===== src/rtl/adder_operand_loader_pkg.sv =====
// -----------------------------------------------------------------------------
// adder_operand_loader_pkg
//   Shared definitions for the operand loader that feeds the four-operand adder.
//   Holds the FSM state encoding, default operand width, operand count and the
//   width of the word counter, plus a small helper that flags the final word of
//   a set.
// -----------------------------------------------------------------------------
package adder_operand_loader_pkg;

  // COLLECT: gathering serial words; PRESENT: complete set held on outputs.
  typedef enum logic {
    COLLECT = 1'b0,
    PRESENT = 1'b1
  } state_e;

  localparam int W_DEF   = 4;
  localparam int N_OPS   = 4;
  localparam int CNT_W   = 2;
  // The last operand bypasses the slot buffer and goes straight to out_d,
  // so only N_OPS-1 slots are stored.
  localparam int N_SLOTS = N_OPS - 1;

  localparam logic [CNT_W-1:0] LAST_IDX = CNT_W'(N_OPS - 1);

  function automatic logic is_last_word(input logic [CNT_W-1:0] cnt);
    return (cnt == LAST_IDX);
  endfunction

endpackage


===== src/rtl/adder_operand_loader_slot_buffer.sv =====
// -----------------------------------------------------------------------------
// loader_slot_buffer
//   Write-indexed register file holding the first N_SLOTS words of a set while
//   the remaining word is still outstanding. Reads are unregistered: every slot
//   is visible in parallel so the top level can copy the whole set on the edge
//   that accepts the final word.
//
// Ports
//   clk      : system clock, rising edge
//   res      : asynchronous active-low reset, clears every slot
//   we_i     : write enable
//   widx_i   : slot index to write (indices >= N_SLOTS are ignored)
//   wdata_i  : word to store
//   slot_o   : all stored slots, slot_o[0] is the first word of the set
// -----------------------------------------------------------------------------
module loader_slot_buffer
  import adder_operand_loader_pkg::*;
#(
  parameter int W = W_DEF
) (
  input  logic                          clk,
  input  logic                          res,
  input  logic                          we_i,
  input  logic [CNT_W-1:0]              widx_i,
  input  logic [W-1:0]                  wdata_i,
  output logic [N_SLOTS-1:0][W-1:0]     slot_o
);

  logic [N_SLOTS-1:0][W-1:0] slot_q;

  always_ff @(posedge clk or negedge res) begin
    if (!res) begin
      slot_q <= '0;
    end else begin
      for (int i = 0; i < N_SLOTS; i++) begin
        if (we_i && (widx_i == CNT_W'(i))) begin
          slot_q[i] <= wdata_i;
        end
      end
    end
  end

  assign slot_o = slot_q;

endmodule


===== src/rtl/adder_operand_loader.sv =====
// -----------------------------------------------------------------------------
// adder_operand_loader
//   Upstream stage of the four-operand adder. Collects W-bit operand words from
//   a serial valid/ready stream and presents them as one parallel set (A..D)
//   under an out_valid/out_ready handshake. Data passes through bit-exact.
//
// Ports
//   clk       : system clock, rising edge
//   res       : asynchronous active-low reset
//   flush     : synchronous abort of a partial or pending set
//   in_data   : serial operand word
//   in_valid  : in_data valid
//   in_ready  : loader accepts in_data this cycle (high only while collecting)
//   out_a..d  : operand set, A is the first word accepted
//   out_valid : out_a..out_d hold a complete set
//   out_ready : downstream consumes the set this cycle
//   busy      : at least one word of a new set has been captured
//
// State table
//   state   | meaning
//   --------+--------------------------------------------------------------
//   COLLECT | accepting words into slots; outputs hold the previous set
//   PRESENT | complete set on out_a..out_d, waiting for out_ready
// -----------------------------------------------------------------------------
module adder_operand_loader
  import adder_operand_loader_pkg::*;
#(
  parameter int W = W_DEF
) (
  input  logic         clk,
  input  logic         res,
  input  logic         flush,
  input  logic [W-1:0] in_data,
  input  logic         in_valid,
  output logic         in_ready,
  output logic [W-1:0] out_a,
  output logic [W-1:0] out_b,
  output logic [W-1:0] out_c,
  output logic [W-1:0] out_d,
  output logic         out_valid,
  input  logic         out_ready,
  output logic         busy
);

  state_e                    state_q;
  logic [CNT_W-1:0]          cnt_q;
  logic [W-1:0]              out_a_q;
  logic [W-1:0]              out_b_q;
  logic [W-1:0]              out_c_q;
  logic [W-1:0]              out_d_q;
  logic                      out_valid_q;
  logic                      busy_q;

  logic                      accept;
  logic                      slot_we;
  logic [N_SLOTS-1:0][W-1:0] slot;

  // in_ready is a pure decode of the state register, so it is glitch-free and
  // already 1 as soon as reset releases.
  assign in_ready = (state_q == COLLECT);
  assign accept   = in_valid && in_ready;

  // A flushed accept must not leave a stale word behind; the final word never
  // needs a slot because it is routed straight to out_d.
  assign slot_we  = accept && !flush && !is_last_word(cnt_q);

  loader_slot_buffer #(
    .W (W)
  ) u_slot_buffer (
    .clk     (clk),
    .res     (res),
    .we_i    (slot_we),
    .widx_i  (cnt_q),
    .wdata_i (in_data),
    .slot_o  (slot)
  );

  always_ff @(posedge clk or negedge res) begin
    if (!res) begin
      state_q     <= COLLECT;
      cnt_q       <= '0;
      out_a_q     <= '0;
      out_b_q     <= '0;
      out_c_q     <= '0;
      out_d_q     <= '0;
      out_valid_q <= 1'b0;
      busy_q      <= 1'b0;
    end else if (flush) begin
      // Output operands deliberately keep the last completed set.
      state_q     <= COLLECT;
      cnt_q       <= '0;
      out_valid_q <= 1'b0;
      busy_q      <= 1'b0;
    end else begin
      case (state_q)
        COLLECT: begin
          if (accept) begin
            if (is_last_word(cnt_q)) begin
              out_a_q     <= slot[0];
              out_b_q     <= slot[1];
              out_c_q     <= slot[2];
              out_d_q     <= in_data;
              cnt_q       <= '0;
              state_q     <= PRESENT;
              out_valid_q <= 1'b1;
              busy_q      <= 1'b0;
            end else begin
              cnt_q  <= cnt_q + CNT_W'(1);
              busy_q <= 1'b1;
            end
          end
        end
        PRESENT: begin
          if (out_ready) begin
            state_q     <= COLLECT;
            out_valid_q <= 1'b0;
          end
        end
        default: begin
          state_q     <= COLLECT;
          out_valid_q <= 1'b0;
        end
      endcase
    end
  end

  assign out_a     = out_a_q;
  assign out_b     = out_b_q;
  assign out_c     = out_c_q;
  assign out_d     = out_d_q;
  assign out_valid = out_valid_q;
  assign busy      = busy_q;

endmodule


===== config.mk =====
export PLATFORM = sky130hd
export DESIGN_NAME = adder_operand_loader
export DESIGN_NICKNAME = d
export VERILOG_FILES = /design/src/rtl/adder_operand_loader_pkg.sv /design/src/rtl/adder_operand_loader_slot_buffer.sv /design/src/rtl/adder_operand_loader.sv
export SDC_FILE = /design/constraint.sdc
export NUM_CORES = 1
export LEC_CHECK = 0
export CELL_PAD_IN_SITES_DETAIL_PLACEMENT = 0
export CELL_PAD_IN_SITES_GLOBAL_PLACEMENT = 1
export CORE_MARGIN = 5
export CORE_UTILIZATION = 44
export CTS_CLUSTER_DIAMETER = 60
export DETAILED_ROUTE_END_ITERATION = 8
export HOLD_SLACK_MARGIN = 0.1
export PLACE_DENSITY = 0.86
export SYNTH_ARGS = -nofsm -noshare
export SYNTH_HDL_FRONTEND = slang
export SYNTH_SLANG_ARGS = --single-unit

===== constraint.sdc =====
create_clock -name clk -period 3.4 [get_ports clk]
set_clock_uncertainty 0.05 [all_clocks]
set_input_delay 0.51 -clock clk [delete_from_list [all_inputs] [get_ports clk]]
set_output_delay 0.51 -clock clk [all_outputs]
set_load 0.005 [all_outputs]

; Word level (Yosys, flattened, before mapping)
; Index checks and enable logic that the tools add are counted.
[classes]
n_addsub = 1
eq_ne = 7
reduce_logical = 13
n_bitwise = 2
n_mux = 18
[op_table]
columns = operator, count
row1 = $mux 1, 12
row2 = $mux 2, 4
row3 = $logic_and 1x1->1, 6
row4 = $ne 3x2->1 const B, 2
row5 = $eq 2x2->1 const B, 2
row6 = $pmux 1 s2, 2
row7 = $reduce_and 4->1, 1
row8 = $ne 3x3->1 const B, 1
row9 = $reduce_and 3->1, 1
row10 = $add 2x1->2 const B, 1
row11 = $eq 2x1->1 const B, 1
row12 = $logic_not 1->1, 2
row13 = $logic_not 2->1, 1
row14 = $ne 2x2->1 const B, 1
row15 = $not 1->1, 2
row16 = $reduce_and 2->1, 1
row17 = $reduce_bool 2->1, 1
[word_totals]
out_inout_bits = 19
register_bits = 33
word_cells = 52

; Depth between registers and ports, before layout
; Gate-level depths: netlist of run 1.
[logic_depth]
word_depth = 5
ltp_mapped = 5
mapped_depth_nobuf = 4

; By module
; From an unflattened synthesis of run 1, not the netlist that was laid out.
[unflattened]
hier_cells = 87
area_unflattened_um2 = 1388.8
[by_module_without_submodules]
columns = module, seq_area_each_um2, n_inst, cells_per_inst, area_each_um2
row1 = adder_operand_loader, 525.5, 1, 60, 919.6
row2 = loader_slot_buffer, 300.3, 1, 27, 469.2

; Least setup slack after synthesis of run 1
; OpenSTA, ideal clock, no wires.
[synth_path]
kind = register to register
startpoint = register cnt_q[0]
endpoint = register out_a_q[0], in the netlist out_a[0]
path_slack_ps = 1753
path_buffers = 2
arrival_time_ps = 1471
required_ps = 3225
setup_time_ps = 125
stages_incl_launch_ff = 6
cell_sequence = dfrtp_1 ha_1 nor4bb_1 buf_4 buf_12 mux2_4
[synth_via]
elab_chain_len = 2
[synth_rtl]
columns = item, line_no
row1 = "start, declared", adder_operand_loader.sv:46  ; logic [CNT_W-1:0] cnt_q;
row2 = "start signal, assigned", adder_operand_loader.sv:108  ; cnt_q <= cnt_q + CNT_W'(1);
row3 = $eq 2x2->1, adder_operand_loader_pkg.sv:26  ; return (cnt == LAST_IDX);
row4 = $reduce_and 4->1 (no line), --
row5 = "end signal, assigned", adder_operand_loader.sv:99  ; out_a_q <= slot[0];
row6 = "end, declared", adder_operand_loader.sv:47  ; logic [W-1:0] out_a_q;
; Every way passes these cells.
; A chain may end at the register's enable or synchronous reset.

; Worst setup path in the final report of run 1
[layout_path]
startpoint = register state_q
endpoint = output port in_ready
[layout_via]
elab_chain_len = 1
[layout_rtl]
columns = item, line_no
row1 = "start, declared", adder_operand_loader.sv:45  ; state_e state_q;
row2 = "start signal, assigned", adder_operand_loader.sv:80  ; state_q <= COLLECT;
row3 = "start signal, assigned", adder_operand_loader.sv:90  ; state_q <= COLLECT;
row4 = "start signal, assigned", adder_operand_loader.sv:104  ; state_q <= PRESENT;
row5 = $not 1->1 (no line), --
row6 = "end, declared", adder_operand_loader.sv:35  ; output logic in_ready,
; Every way passes these cells.

==> impl_metrics.xml, run 1 <==
<?xml version="1.0" encoding="UTF-8"?>
<metrics>
  <group name="outcome">
    <metric name="status" unit="">completed</metric>
  </group>
  <group name="worst_setup_path">
    <metric name="path_buf_inv" unit="">2</metric>
    <metric name="crit_path_cell_chain" unit="">inv_1 -&gt; clkdlybuf4s50_1</metric>
    <metric name="cpPeakStageDelay" unit="ps">490</metric>
    <metric name="worst_path_dominant_cell_family" unit="">buffers and inverters</metric>
    <metric name="critPathArrivalTime" unit="ps">1400</metric>
    <metric name="setup.worst_path.start_class" unit="">flop</metric>
    <metric name="critPathMaxFanout" unit="">7</metric>
    <metric name="end_kind" unit="">output port</metric>
    <metric name="crit_slowest_cell" unit="">sky130_fd_sc_hd__dfrtp_1</metric>
    <metric name="cp.required" unit="ps">2840</metric>
    <metric name="path_class" unit="">flop to output port</metric>
  </group>
  <group name="power_and_ir_drop">
    <metric name="switching_share" unit="%">21.83</metric>
    <metric name="power.internal" unit="mW">0.8481</metric>
    <metric name="vdd_drop_max" unit="V">0.0003879</metric>
    <metric name="power_frac_seq" unit="%">47.9</metric>
    <metric name="pd_cells" unit="nW/um^2">590.3</metric>
    <metric name="p_leak" unit="nW">0.8480</metric>
    <metric name="share_comb_of_total_power" unit="%">18.9</metric>
    <metric name="power_frac_clock" unit="%">33.2</metric>
    <metric name="power_switching" unit="mW">0.2369</metric>
  </group>
  <group name="cts">
    <metric name="post_cts_resized" unit="">0</metric>
    <metric name="cts.clk_slew.worst_paths" unit="ps">100</metric>
    <metric name="cts.sink_count" unit="">33</metric>
    <metric name="hold_buffers_post_cts" unit="">0</metric>
    <metric name="clk-insertion-delay-late" unit="ps">330</metric>
    <metric name="cts-root-buf" unit="">sky130_fd_sc_hd__clkbuf_4</metric>
    <metric name="postCtsSetupBuffers" unit="">0</metric>
    <metric name="cts_inserted_buffers" unit="">5</metric>
    <metric name="tritoncts" unit="">built</metric>
    <metric name="ctsLongestPathBuffers" unit="">2</metric>
    <metric name="cts.htree.levels" unit="">2</metric>
  </group>
  <group name="detailed_routing">
    <metric name="route.final.wire_length" unit="mm">2.342</metric>
    <metric name="avgViaCountPerCell" unit="">4.729</metric>
    <metric name="routed_via_count" unit="">804</metric>
    <metric name="drtIter0Drc" unit="">22</metric>
    <metric name="wl_per_cell" unit="um">13.78</metric>
    <metric name="drt_pass1_iterations" unit="">2</metric>
    <metric name="drtAntennaViolNets" unit="">0</metric>
    <metric name="post-route-drc-count" unit="">0</metric>
  </group>
  <group name="synthesis">
    <metric name="synthCells" unit="">91</metric>
    <metric name="synth.ff_latch_count" unit="">33</metric>
    <metric name="mappedNetlistNets" unit="">105</metric>
    <metric name="synthesis.yosys.warnings" unit="">0</metric>
    <metric name="post_synth_instance_area" unit="um^2">1408</metric>
    <metric name="sequential_element_share_of_the_synthesized_area" unit="%">58.67</metric>
    <metric name="mean_cell_area_of_the_mapped_netlist" unit="um^2">15.47</metric>
    <metric name="yosys.cell_types.count" unit="">18</metric>
  </group>
  <group name="sta">
    <metric name="slew_at_the_pin_closest_to_its_max_slew_limit" unit="ps">408.1</metric>
    <metric name="post-route-period-util" unit="%">57.75</metric>
    <metric name="min_period" unit="ps">1964</metric>
    <metric name="report.final.setup_viol" unit="">0</metric>
    <metric name="maxClockFrequency" unit="MHz">509.3</metric>
    <metric name="total_count_of_hold_check_failures_in_the_final_report" unit="">0</metric>
    <metric name="rsz_0062_raised_after_global_routing" unit="">false</metric>
    <metric name="max-slew-margin-rel" unit="%">72.79</metric>
    <metric name="slew_violations" unit="">0</metric>
    <metric name="totalNegativeSetupSlack" unit="ps">0</metric>
  </group>
  <group name="cells_and_area">
    <metric name="fin_util" unit="%">60.20</metric>
    <metric name="layout-drive-gt1-share" unit="%">31.75</metric>
    <metric name="fillers" unit="">262</metric>
    <metric name="antenna_cells_inserted" unit="">0</metric>
    <metric name="num-nets-final" unit="">139</metric>
    <metric name="layout-area-overhead-vs-synth" unit="%">30.58</metric>
  </group>
  <group name="die">
    <metric name="coreArea" unit="um^2">3053</metric>
    <metric name="ioPinCount" unit="">28</metric>
    <metric name="floorplan.die.width" unit="um">66.56</metric>
    <metric name="initial_core_util" unit="%">46.11</metric>
    <metric name="design.die.area" unit="um^2">4430</metric>
    <metric name="number_of_rows_in_the_core_area" unit="">20</metric>
    <metric name="floorplan.die.height" unit="um">66.56</metric>
  </group>
  <group name="place">
    <metric name="buffer_ports.inserted" unit="">27</metric>
    <metric name="hpwl" unit="mm">1.709</metric>
    <metric name="gpl.final_weighted_congestion" unit="">0.6743</metric>
  </group>
  <group name="grt">
    <metric name="grt_max_degree" unit="">34</metric>
    <metric name="grt_first_pass_wirelength" unit="mm">4.084</metric>
    <metric name="globalRouteTotalUtil" unit="%">12.58</metric>
    <metric name="grt-ovfl-total" unit="">0</metric>
    <metric name="antenna_found_initial" unit="">0</metric>
    <metric name="first_global_vias" unit="">880</metric>
  </group>
  <group name="worst_hold_path">
    <metric name="hold_class" unit="">flop to flop</metric>
  </group>
  <group name="flow_run">
    <metric name="max_cap_viol_count" unit="">0</metric>
  </group>
</metrics>
cell families after synthesis:
logic type | count (synthesis) | share of synthesized area, %
muxes | 30 | 26.22
adders and majority gates | 5 | 4.444
DFF | 33 | 58.67
AOI/OAI and AO/OA | 4 | 1.689
and+or+nand+nor | 13 | 5.956
buffers and inverters | 6 | 3.022
final cells by class:
type,instances,area (um^2),share of cell area [%]
tap,44,55.05,2.995
sequential,33,825.8,44.93
clock inverter,3,65.06,3.540
clock buffer,5,37.54,2.042
multi-input combinational,52,554.3,30.16
inverter,4,15.01,0.8169
timing repair buffer,29,285.3,15.52
layout by cell type, fill, tap and decap left out, drive strengths merged:
master         netlist  final
a21o                 1      1
a21oi                2      2
buf                  2      2
bufinv               0      2
clkbuf               0      5
clkdlybuf4s50        0     27
clkinv               0      1
dfrtp               33     33
ha                   5      5
inv                  4      4
mux2                28     28
mux2i                2      2
nand2                3      3
nand2b               1      1
nor2                 5      5
nor2b                1      1
nor3b                1      1
nor4b                1      1
nor4bb               1      1
o22ai                1      1
worst paths after layout:
path | startpoint | end | slack (ps) | cells past startpoint
worst min register to register | u_slot_buffer.slot_o[4] | out_b[0] | 460 | 1
worst max register to register | cnt_q[0] | out_c[2] | 1610 | 4
min in group asynchronous | res | out_b[1] | 510 | 2
worst min-delay path | u_slot_buffer.slot_o[4] | out_b[0] | 460 | 1
worst max-delay path | state_q | in_ready | 1440 | 2
max in group asynchronous | res | out_c[3] | 2490 | 2
registers in the layout, indices dropped and copies added, names as in the netlist:
name,count
busy,1
cnt_q,2
out_a,4
out_b,4
out_c,4
out_d,4
out_valid,1
state_q,1
u_slot_buffer.slot_o,12
power groups by stage:
stage | sequential [mW] | clock, mW | combinational [mW]
after floorplan | 0.520 | 0 | 0.100
after global placement | 0.524 | 0 | 0.203
after detailed placement | 0.530 | 0 | 0.209
after CTS | 0.522 | 0.371 | 0.209
after global routing | 0.531 | 0.394 | 0.225
final | 0.520 | 0.361 | 0.205
synthesized netlist by cell type:
master | instances | area share, %
sky130_fd_sc_hd__dfrtp_1 | 33 | 59
sky130_fd_sc_hd__mux2i_1 | 2 | 1.4
sky130_fd_sc_hd__nand2_1 | 3 | 0.80
sky130_fd_sc_hd__nand2b_1 | 1 | 0.44
sky130_fd_sc_hd__nor2_1 | 5 | 1.3
sky130_fd_sc_hd__mux2_2 | 19 | 15
sky130_fd_sc_hd__o22ai_1 | 1 | 0.44
sky130_fd_sc_hd__a21oi_1 | 2 | 0.71
sky130_fd_sc_hd__buf_12 | 1 | 1.4
sky130_fd_sc_hd__nor3b_1 | 1 | 0.53
sky130_fd_sc_hd__buf_4 | 1 | 0.53
sky130_fd_sc_hd__inv_1 | 4 | 1.1
sky130_fd_sc_hd__ha_1 | 5 | 4.4
sky130_fd_sc_hd__mux2_4 | 9 | 9.6
sky130_fd_sc_hd__a21o_1 | 1 | 0.53
sky130_fd_sc_hd__nor4bb_1 | 1 | 0.71
sky130_fd_sc_hd__nor4b_4 | 1 | 1.7
sky130_fd_sc_hd__nor2b_1 | 1 | 0.44
worst register-to-register path, stage by stage, from the launching register on:
cell,delay (ps)
sky130_fd_sc_hd__dfrtp_1,450
sky130_fd_sc_hd__ha_1,280
sky130_fd_sc_hd__nor4bb_4,210
sky130_fd_sc_hd__buf_4,310
sky130_fd_sc_hd__mux2_2,390
metrics by stage:
stage	total power, mW	instances	worst slack, ps	hold slack (ps)	instance area (um^2)
finish	1.085	170	1436	457.8	1838
global route	1.151	170	1364	482.0	1838
CTS	1.102	170	1408	464.9	1838
floorplan	0.6206	91	1753	164.4	1408
global placement	0.7261	162	1165	428.8	1735
detailed placement	0.7387	162	1100	442.8	1735
per-layer routing:
metal / up-vias / track usage, % / wire (um)
li1: 379 / - / -
met1: 399 / 15.04 / 1001
met2: 18 / 19.31 / 1151
met3: 8 / 5.902 / 148
met4: 0 / 5.330 / 40
met5: - / 0 / 0
No activity file was read; power rests on OpenSTA's default activity.
==> run 2, diff against run 1 <==
Settings changed: CORE_UTILIZATION 44 to 37, PLACE_DENSITY 0.86 to 0.78.
Clock period 3.4 ns to 1.7 ns, I/O delays scaled along.
==> run 2 against run 1 <==
Compared with the run above:
- die area grew 16%
- sequential share of layout area shrank 0.48 points
- largest cell class unchanged
- routed wire length grew 5.6%
- first-iteration DRC count grew 27%
- register-to-register slack lost 1600 ps
- via count shrank 0.25%
- design area grew 1.2%
- largest power group unchanged
- cell count grew 4.7%
==> impl_metrics.xml, run 2 (synthesized netlist as in run 1, its figures left out) <==
<?xml version="1.0" encoding="UTF-8"?>
<metrics>
  <group name="worst_setup_path">
    <metric name="end_kind" unit="">flop</metric>
    <metric name="critPathMaxFanout" unit="">4</metric>
    <metric name="critPathArrivalTime" unit="ps">1770</metric>
    <metric name="cp.required" unit="ps">1810</metric>
    <metric name="crit_slowest_cell" unit="">sky130_fd_sc_hd__dfrtp_1</metric>
    <metric name="path_buf_inv" unit="">0</metric>
    <metric name="worst_path_dominant_cell_family" unit="">simple AND/OR/NAND/NOR gates</metric>
    <metric name="crit_path_cell_chain" unit="">ha_1 -&gt; nor4b_4 -&gt; nand2_1 -&gt; mux2_2</metric>
    <metric name="path_class" unit="">flop to flop</metric>
    <metric name="cpPeakStageDelay" unit="ps">380</metric>
    <metric name="setup.worst_path.start_class" unit="">flop</metric>
  </group>
  <group name="sta">
    <metric name="rsz_0062_raised_after_global_routing" unit="">true</metric>
    <metric name="slew_at_the_pin_closest_to_its_max_slew_limit" unit="ps">408.1</metric>
    <metric name="min_period" unit="ps">1653</metric>
    <metric name="slew_violations" unit="">0</metric>
    <metric name="timing.hold.ws" unit="ps">330.2</metric>
    <metric name="report.final.setup_viol" unit="">0</metric>
    <metric name="total_count_of_hold_check_failures_in_the_final_report" unit="">0</metric>
    <metric name="max-slew-margin-rel" unit="%">72.79</metric>
    <metric name="post-route-period-util" unit="%">97.21</metric>
    <metric name="maxClockFrequency" unit="MHz">605.1</metric>
  </group>
  <group name="grt">
    <metric name="first_global_vias" unit="">815</metric>
    <metric name="busiest_layer" unit="">met2</metric>
    <metric name="antenna_found_initial" unit="">0</metric>
    <metric name="gr-usage-met3" unit="%">4.909</metric>
    <metric name="global_routing_met1_resource_utilization" unit="%">12.81</metric>
    <metric name="grt_first_pass_wirelength" unit="mm">4.050</metric>
    <metric name="grt-ovfl-total" unit="">0</metric>
    <metric name="global_route.usage.met2" unit="%">16.02</metric>
    <metric name="globalRouteTotalUtil" unit="%">10.78</metric>
    <metric name="grt_max_degree" unit="">34</metric>
  </group>
  <group name="die">
    <metric name="floorplan.die.height" unit="um">71.68</metric>
    <metric name="initial_core_util" unit="%">38.45</metric>
    <metric name="number_of_rows_in_the_core_area" unit="">22</metric>
    <metric name="coreArea" unit="um^2">3661</metric>
    <metric name="floorplan.die.width" unit="um">71.68</metric>
    <metric name="ioPinCount" unit="">28</metric>
    <metric name="design.die.area" unit="um^2">5138</metric>
  </group>
  <group name="cells_and_area">
    <metric name="layout-drive-gt1-share" unit="%">34.62</metric>
    <metric name="layout.cells.most_common" unit="">sky130_fd_sc_hd__dfrtp_1</metric>
    <metric name="layout-area-overhead-vs-synth" unit="%">32.18</metric>
    <metric name="fin_util" unit="%">50.82</metric>
    <metric name="fillers" unit="">306</metric>
    <metric name="antenna_cells_inserted" unit="">0</metric>
    <metric name="layout_common_cells" unit="">sky130_fd_sc_hd__dfrtp_1 (32), sky130_fd_sc_hd__clkdlybuf4s50_1 (27), sky130_fd_sc_hd__mux2_2 (19), sky130_fd_sc_hd__mux2_4 (9), sky130_fd_sc_hd__buf_4 (8)</metric>
    <metric name="flip_flop_count_of_the_largest_register_all_copies_and_words_added" unit="">12</metric>
    <metric name="num-nets-final" unit="">145</metric>
  </group>
  <group name="cts">
    <metric name="cts-root-buf" unit="">sky130_fd_sc_hd__clkbuf_8</metric>
    <metric name="cts.clk_slew.worst_paths" unit="ps">60</metric>
    <metric name="cts.sink_count" unit="">33</metric>
    <metric name="clk-insertion-delay-late" unit="ps">280</metric>
    <metric name="post_cts_resized" unit="">0</metric>
    <metric name="cts_inserted_buffers" unit="">5</metric>
    <metric name="tritoncts" unit="">built</metric>
    <metric name="ctsLongestPathBuffers" unit="">2</metric>
    <metric name="hold_buffers_post_cts" unit="">0</metric>
    <metric name="cts.htree.levels" unit="">2</metric>
    <metric name="postCtsSetupBuffers" unit="">0</metric>
  </group>
  <group name="detailed_routing">
    <metric name="drtAntennaViolNets" unit="">0</metric>
    <metric name="drt_pass1_iterations" unit="">3</metric>
    <metric name="post-route-drc-count" unit="">0</metric>
    <metric name="avgViaCountPerCell" unit="">4.506</metric>
    <metric name="wl_per_cell" unit="um">13.89</metric>
    <metric name="drtIter0Drc" unit="">28</metric>
    <metric name="route.final.wire_length" unit="mm">2.472</metric>
    <metric name="routed_via_count" unit="">802</metric>
  </group>
  <group name="flow_run">
    <metric name="max_cap_viol_count" unit="">0</metric>
  </group>
  <group name="place">
    <metric name="buffer_ports.inserted" unit="">27</metric>
    <metric name="hpwl" unit="mm">1.840</metric>
    <metric name="gpl.final_weighted_congestion" unit="">0.7537</metric>
  </group>
  <group name="power_and_ir_drop">
    <metric name="vdd_drop_max" unit="V">0.0003499</metric>
    <metric name="p_leak" unit="nW">0.8614</metric>
    <metric name="pd_cells" unit="nW/um^2">1071</metric>
  </group>
  <group name="outcome">
    <metric name="status" unit="">completed</metric>
  </group>
  <group name="worst_hold_path">
    <metric name="hold_class" unit="">input pin to async pin</metric>
  </group>
</metrics>
==> run 2: per-stage QoR <==
stage | std cells | power (mW) | TNS (ps) | worst slack [ps] | area (um^2)
CTS | 178 | 2.030 | 0 | 21.69 | 1859
finish | 178 | 1.992 | 0 | 47.45 | 1861
floorplan | 91 | 1.241 | 0 | 53.46 | 1408
global route | 178 | 2.109 | -218.9 | -35.46 | 1861
detailed placement | 172 | 1.489 | -5468 | -207.7 | 1785
global placement | 172 | 1.470 | -4236 | -171.4 | 1785
==> run 2: final timing paths <==
path,startpoint,to,slack [ps],depth (start not counted)
setup / recovery,cnt_q[0],u_slot_buffer.slot_o[4],50,4
min in group clk,u_slot_buffer.slot_o[9],out_c[1],450,1
hold / removal,res,busy,330,2
max in group asynchronous,res,state_q,960,2
setup reg to reg,cnt_q[0],u_slot_buffer.slot_o[4],50,4
hold reg to reg,u_slot_buffer.slot_o[9],out_c[1],450,1
==> run 2: report_power, final <==
part / internal (mW) / switching (mW)
Sequential: 0.952 / 0.0848
Clock: 0.269 / 0.262
Combinational: 0.301 / 0.124
==> run 2: cell type report <==
cell class / instances / area, um^2 / area share [%]
clock buffer: 5 / 68.82 / 3.699
clock inverter: 1 / 5.005 / 0.2690
inverter: 4 / 15.01 / 0.8070
multi-input combinational: 52 / 554.3 / 29.79
sequential: 33 / 827.0 / 44.45
tap: 48 / 60.06 / 3.228
timing repair buffer: 35 / 330.3 / 17.75
==> run 2: routing by layer <==
layer	up-vias	part of all wire [%]
met4	0	2.5
met3	6	6.5
met5	-	0
li1	393	-
met1	384	44
met2	19	47
==> run 3, diff against run 2 <==
Settings changed: ABC_AREA set to 1, CORE_UTILIZATION 37 to 34, PLACE_DENSITY 0.78 to 0.77.
==> run 3 against run 2 <==
Compared with the run above:
- cell count rose by 38%
- first-iteration DRC count rose by 110%
- critical endpoint is now in_ready
- hold slack got worse by 6.7 ps
- setup slack improved by 43 ps
- sequential cell count did not move
- routed wire length rose by 31%
- highest routed layer unchanged
==> impl_metrics.xml, run 3 <==
<?xml version="1.0" encoding="UTF-8"?>
<metrics>
  <group name="die">
    <metric name="design.die.area" unit="um^2">5735</metric>
    <metric name="initial_core_util" unit="%">34.45</metric>
    <metric name="ioPinCount" unit="">28</metric>
    <metric name="floorplan.die.height" unit="um">75.73</metric>
    <metric name="coreArea" unit="um^2">4264</metric>
    <metric name="number_of_rows_in_the_core_area" unit="">24</metric>
    <metric name="floorplan.die.width" unit="um">75.73</metric>
  </group>
  <group name="synthesis">
    <metric name="post_synth_fa_ha_maj_area_fraction" unit="%">4.259</metric>
    <metric name="mean_cell_area_of_the_mapped_netlist" unit="um^2">9.124</metric>
    <metric name="synth_area_in_compound_gates" unit="%">0.6814</metric>
    <metric name="sequential_element_share_of_the_synthesized_area" unit="%">56.22</metric>
    <metric name="yosys.cell_types.count" unit="">15</metric>
    <metric name="async_reset_ff_share" unit="%">100.0</metric>
    <metric name="ys_top_cells_by_count" unit="">sky130_fd_sc_hd__nand2_1 (67), sky130_fd_sc_hd__dfrtp_1 (33), sky130_fd_sc_hd__nand4_1 (28)</metric>
    <metric name="synth_enable_flop_cells" unit="">0</metric>
    <metric name="yosys-mux-area-fraction" unit="%">0</metric>
    <metric name="synthesis.yosys.warnings" unit="">0</metric>
    <metric name="synth.ff_latch_count" unit="">33</metric>
    <metric name="synth.largest_area_cell" unit="">sky130_fd_sc_hd__dfrtp_1</metric>
    <metric name="yosys.area.top_type_share" unit="%">56.22</metric>
    <metric name="synth-xor-area-share" unit="%">0</metric>
    <metric name="post_synth_instance_area" unit="um^2">1469</metric>
    <metric name="ys.flop_type" unit="">sky130_fd_sc_hd__dfrtp_1</metric>
    <metric name="mappedNetlistNets" unit="">175</metric>
    <metric name="synthCells" unit="">161</metric>
    <metric name="post-synth-top-count-cell" unit="">sky130_fd_sc_hd__nand2_1</metric>
    <metric name="synth_top_family_by_area" unit="">simple AND/OR/NAND/NOR gates</metric>
    <metric name="post_synth_and_or_nand_nor_area_fraction" unit="%">33.48</metric>
    <metric name="synth_area_leaders" unit="">sky130_fd_sc_hd__dfrtp_1 (56%), sky130_fd_sc_hd__nand2_1 (17%), sky130_fd_sc_hd__nand4_1 (12%), sky130_fd_sc_hd__ha_1 (4.3%), sky130_fd_sc_hd__buf_2 (2.0%)</metric>
  </group>
  <group name="cells_and_area">
    <metric name="layout-drive-gt1-share" unit="%">8.763</metric>
    <metric name="fin_util" unit="%">44.45</metric>
    <metric name="antenna_cells_inserted" unit="">0</metric>
    <metric name="layout.cells.most_common" unit="">sky130_fd_sc_hd__nand2_1</metric>
    <metric name="layout_common_cells" unit="">sky130_fd_sc_hd__nand2_1 (67), sky130_fd_sc_hd__dfrtp_1 (33), sky130_fd_sc_hd__nand4_1 (28), sky130_fd_sc_hd__clkdlybuf4s50_1 (27), sky130_fd_sc_hd__inv_1 (7)</metric>
    <metric name="layout-area-overhead-vs-synth" unit="%">29.05</metric>
    <metric name="num-nets-final" unit="">207</metric>
    <metric name="flip_flop_count_of_the_largest_register_all_copies_and_words_added" unit="">12</metric>
    <metric name="stdcell_area" unit="um^2">1896</metric>
  </group>
  <group name="grt">
    <metric name="grt-ovfl-total" unit="">0</metric>
    <metric name="globalRouteTotalUtil" unit="%">12.97</metric>
    <metric name="grt_max_degree" unit="">34</metric>
    <metric name="first_global_vias" unit="">1158</metric>
    <metric name="grt_first_pass_wirelength" unit="mm">5.471</metric>
    <metric name="antenna_found_initial" unit="">0</metric>
  </group>
  <group name="place">
    <metric name="hpwl" unit="mm">2.299</metric>
    <metric name="buffer_ports.inserted" unit="">27</metric>
    <metric name="gpl.final_weighted_congestion" unit="">0.8614</metric>
    <metric name="dpl-instance-area" unit="um^2">1813</metric>
  </group>
  <group name="worst_setup_path">
    <metric name="critical_path.reg2reg.startpoint" unit="">cnt_q[0]</metric>
    <metric name="r2r_slack" unit="ps">200</metric>
    <metric name="setup.worst_path.start_class" unit="">flop</metric>
    <metric name="reg2regPathDepth" unit="">5</metric>
    <metric name="crit_slowest_cell" unit="">sky130_fd_sc_hd__clkdlybuf4s50_1</metric>
    <metric name="cp.required" unit="ps">1390</metric>
    <metric name="path_class" unit="">flop to output port</metric>
    <metric name="critPathMaxFanout" unit="">3</metric>
    <metric name="regToRegEndpoint" unit="">u_slot_buffer.slot_o[10]</metric>
    <metric name="critPathArrivalTime" unit="ps">1300</metric>
    <metric name="end_kind" unit="">output port</metric>
    <metric name="crit_path_cell_chain" unit="">inv_1 -&gt; clkdlybuf4s50_1</metric>
    <metric name="cpPeakStageDelay" unit="ps">500</metric>
  </group>
  <group name="detailed_routing">
    <metric name="drtAntennaViolNets" unit="">0</metric>
    <metric name="avgViaCountPerCell" unit="">4.915</metric>
    <metric name="drt_pass1_iterations" unit="">4</metric>
    <metric name="wl_per_cell" unit="um">13.15</metric>
    <metric name="routed_via_count" unit="">1209</metric>
    <metric name="route.final.wire_length" unit="mm">3.234</metric>
    <metric name="drtIter0Drc" unit="">60</metric>
    <metric name="post-route-drc-count" unit="">0</metric>
  </group>
  <group name="cts">
    <metric name="ctsLongestPathBuffers" unit="">2</metric>
    <metric name="tritoncts" unit="">built</metric>
    <metric name="cts-root-buf" unit="">sky130_fd_sc_hd__clkbuf_8</metric>
    <metric name="post_cts_resized" unit="">0</metric>
    <metric name="postCtsSetupBuffers" unit="">0</metric>
    <metric name="cts.htree.levels" unit="">2</metric>
    <metric name="clk-insertion-delay-late" unit="ps">280</metric>
    <metric name="cts.clk_slew.worst_paths" unit="ps">70</metric>
    <metric name="hold_buffers_post_cts" unit="">0</metric>
    <metric name="cts_inserted_buffers" unit="">5</metric>
    <metric name="cts.sink_count" unit="">33</metric>
  </group>
  <group name="sta">
    <metric name="report.final.setup_viol" unit="">0</metric>
    <metric name="total_count_of_hold_check_failures_in_the_final_report" unit="">0</metric>
    <metric name="maxClockFrequency" unit="MHz">621.3</metric>
    <metric name="post-route-period-util" unit="%">94.68</metric>
    <metric name="max-slew-margin-rel" unit="%">72.12</metric>
    <metric name="slew_violations" unit="">0</metric>
    <metric name="totalNegativeSetupSlack" unit="ps">0</metric>
    <metric name="rsz_0062_raised_after_global_routing" unit="">false</metric>
    <metric name="min_period" unit="ps">1610</metric>
    <metric name="slew_at_the_pin_closest_to_its_max_slew_limit" unit="ps">418.2</metric>
  </group>
  <group name="worst_hold_path">
    <metric name="hold_class" unit="">input pin to async pin</metric>
  </group>
  <group name="power_and_ir_drop">
    <metric name="p_leak" unit="nW">0.9623</metric>
    <metric name="pd_cells" unit="nW/um^2">1013</metric>
    <metric name="vdd_drop_max" unit="V">0.0003938</metric>
  </group>
  <group name="flow_run">
    <metric name="max_cap_viol_count" unit="">0</metric>
  </group>
  <group name="outcome">
    <metric name="status" unit="">completed</metric>
  </group>
</metrics>
==> run 3: cell types whose count changed in the layout (fill, tap and decap cells not counted), moves of 2 or more <==
cell                      delta
sky130_fd_sc_hd__nand2_1    +64
sky130_fd_sc_hd__nor2_4      +2
sky130_fd_sc_hd__inv_1       +3
sky130_fd_sc_hd__nand3_1     +5
sky130_fd_sc_hd__mux2_2     -19
sky130_fd_sc_hd__buf_4       -3
sky130_fd_sc_hd__nor2_1      -3
sky130_fd_sc_hd__mux2_4      -9
sky130_fd_sc_hd__mux2i_1     -2
sky130_fd_sc_hd__nand4_1    +28
==> run 3: per-stage QoR <==
stage / power, mW / hold WS [ps] / setup slack [ps] / instances
finish: 1.920 / 323.4 / 90.39 / 246
global route: 2.047 / 364.3 / 29.48 / 246
CTS: 1.954 / 331.8 / 62.97 / 246
detailed placement: 1.379 / 408.7 / 24.56 / 238
global placement: 1.366 / 407.0 / 66.56 / 238
floorplan: 1.170 / -90.59 / 360.7 / 161
==> run 3: routing by layer <==
metal	global-route usage, %	wire, um
met1	15.41	1359
met2	21.76	1701
met3	4.485	125
met4	4.660	47
met5	0	0
==> run 3: worst max-delay path by stage <==
stage / startpoint / end / slack [ps]
final: state_q / in_ready / 90
after global routing: state_q / in_ready / 30
after detailed placement: flush / out_c[0] / 20
after floorplan: cnt_q[0] / u_slot_buffer.slot_o[11] / 360
after global placement: flush / out_d[0] / 70
after CTS: state_q / in_ready / 60
==> run 3: critical path: cells and delay by family, from the launching register on <==
kind                   cells  cell delay (ps)
buffers and inverters      2              600
DFF                        1              420
==> run 3: cells by family (layout without fill, tap and decap cells) <==
logic type                 Yosys count  in the layout
AOI/OAI and AO/OA                    2              2
adders and majority gates            5              5
DFF                                 33             33
buffers and inverters               16             49
and+or+nand+nor                    105            105
==> run 3: area by class of cell <==
type / count / area (um^2)
Fill cell: 426 / 2369
Sequential cell: 33 / 825.8
Multi-Input combinational cell: 112 / 564.3
Timing Repair Buffer: 33 / 327.8
Clock buffer: 6 / 72.57
Tap cell: 52 / 65.06
Inverter: 8 / 30.03
Clock inverter: 2 / 10.01
==> run 3: report_power, final <==
group | total [mW] | leakage [nW] | internal [mW] | switching, mW
clock | 0.565 | 0.0450 | 0.283 | 0.281
combinational | 0.352 | 0.479 | 0.183 | 0.169
sequential | 1.00 | 0.438 | 0.926 | 0.0781
total | 1.92 | 0.962 | 1.39 | 0.528
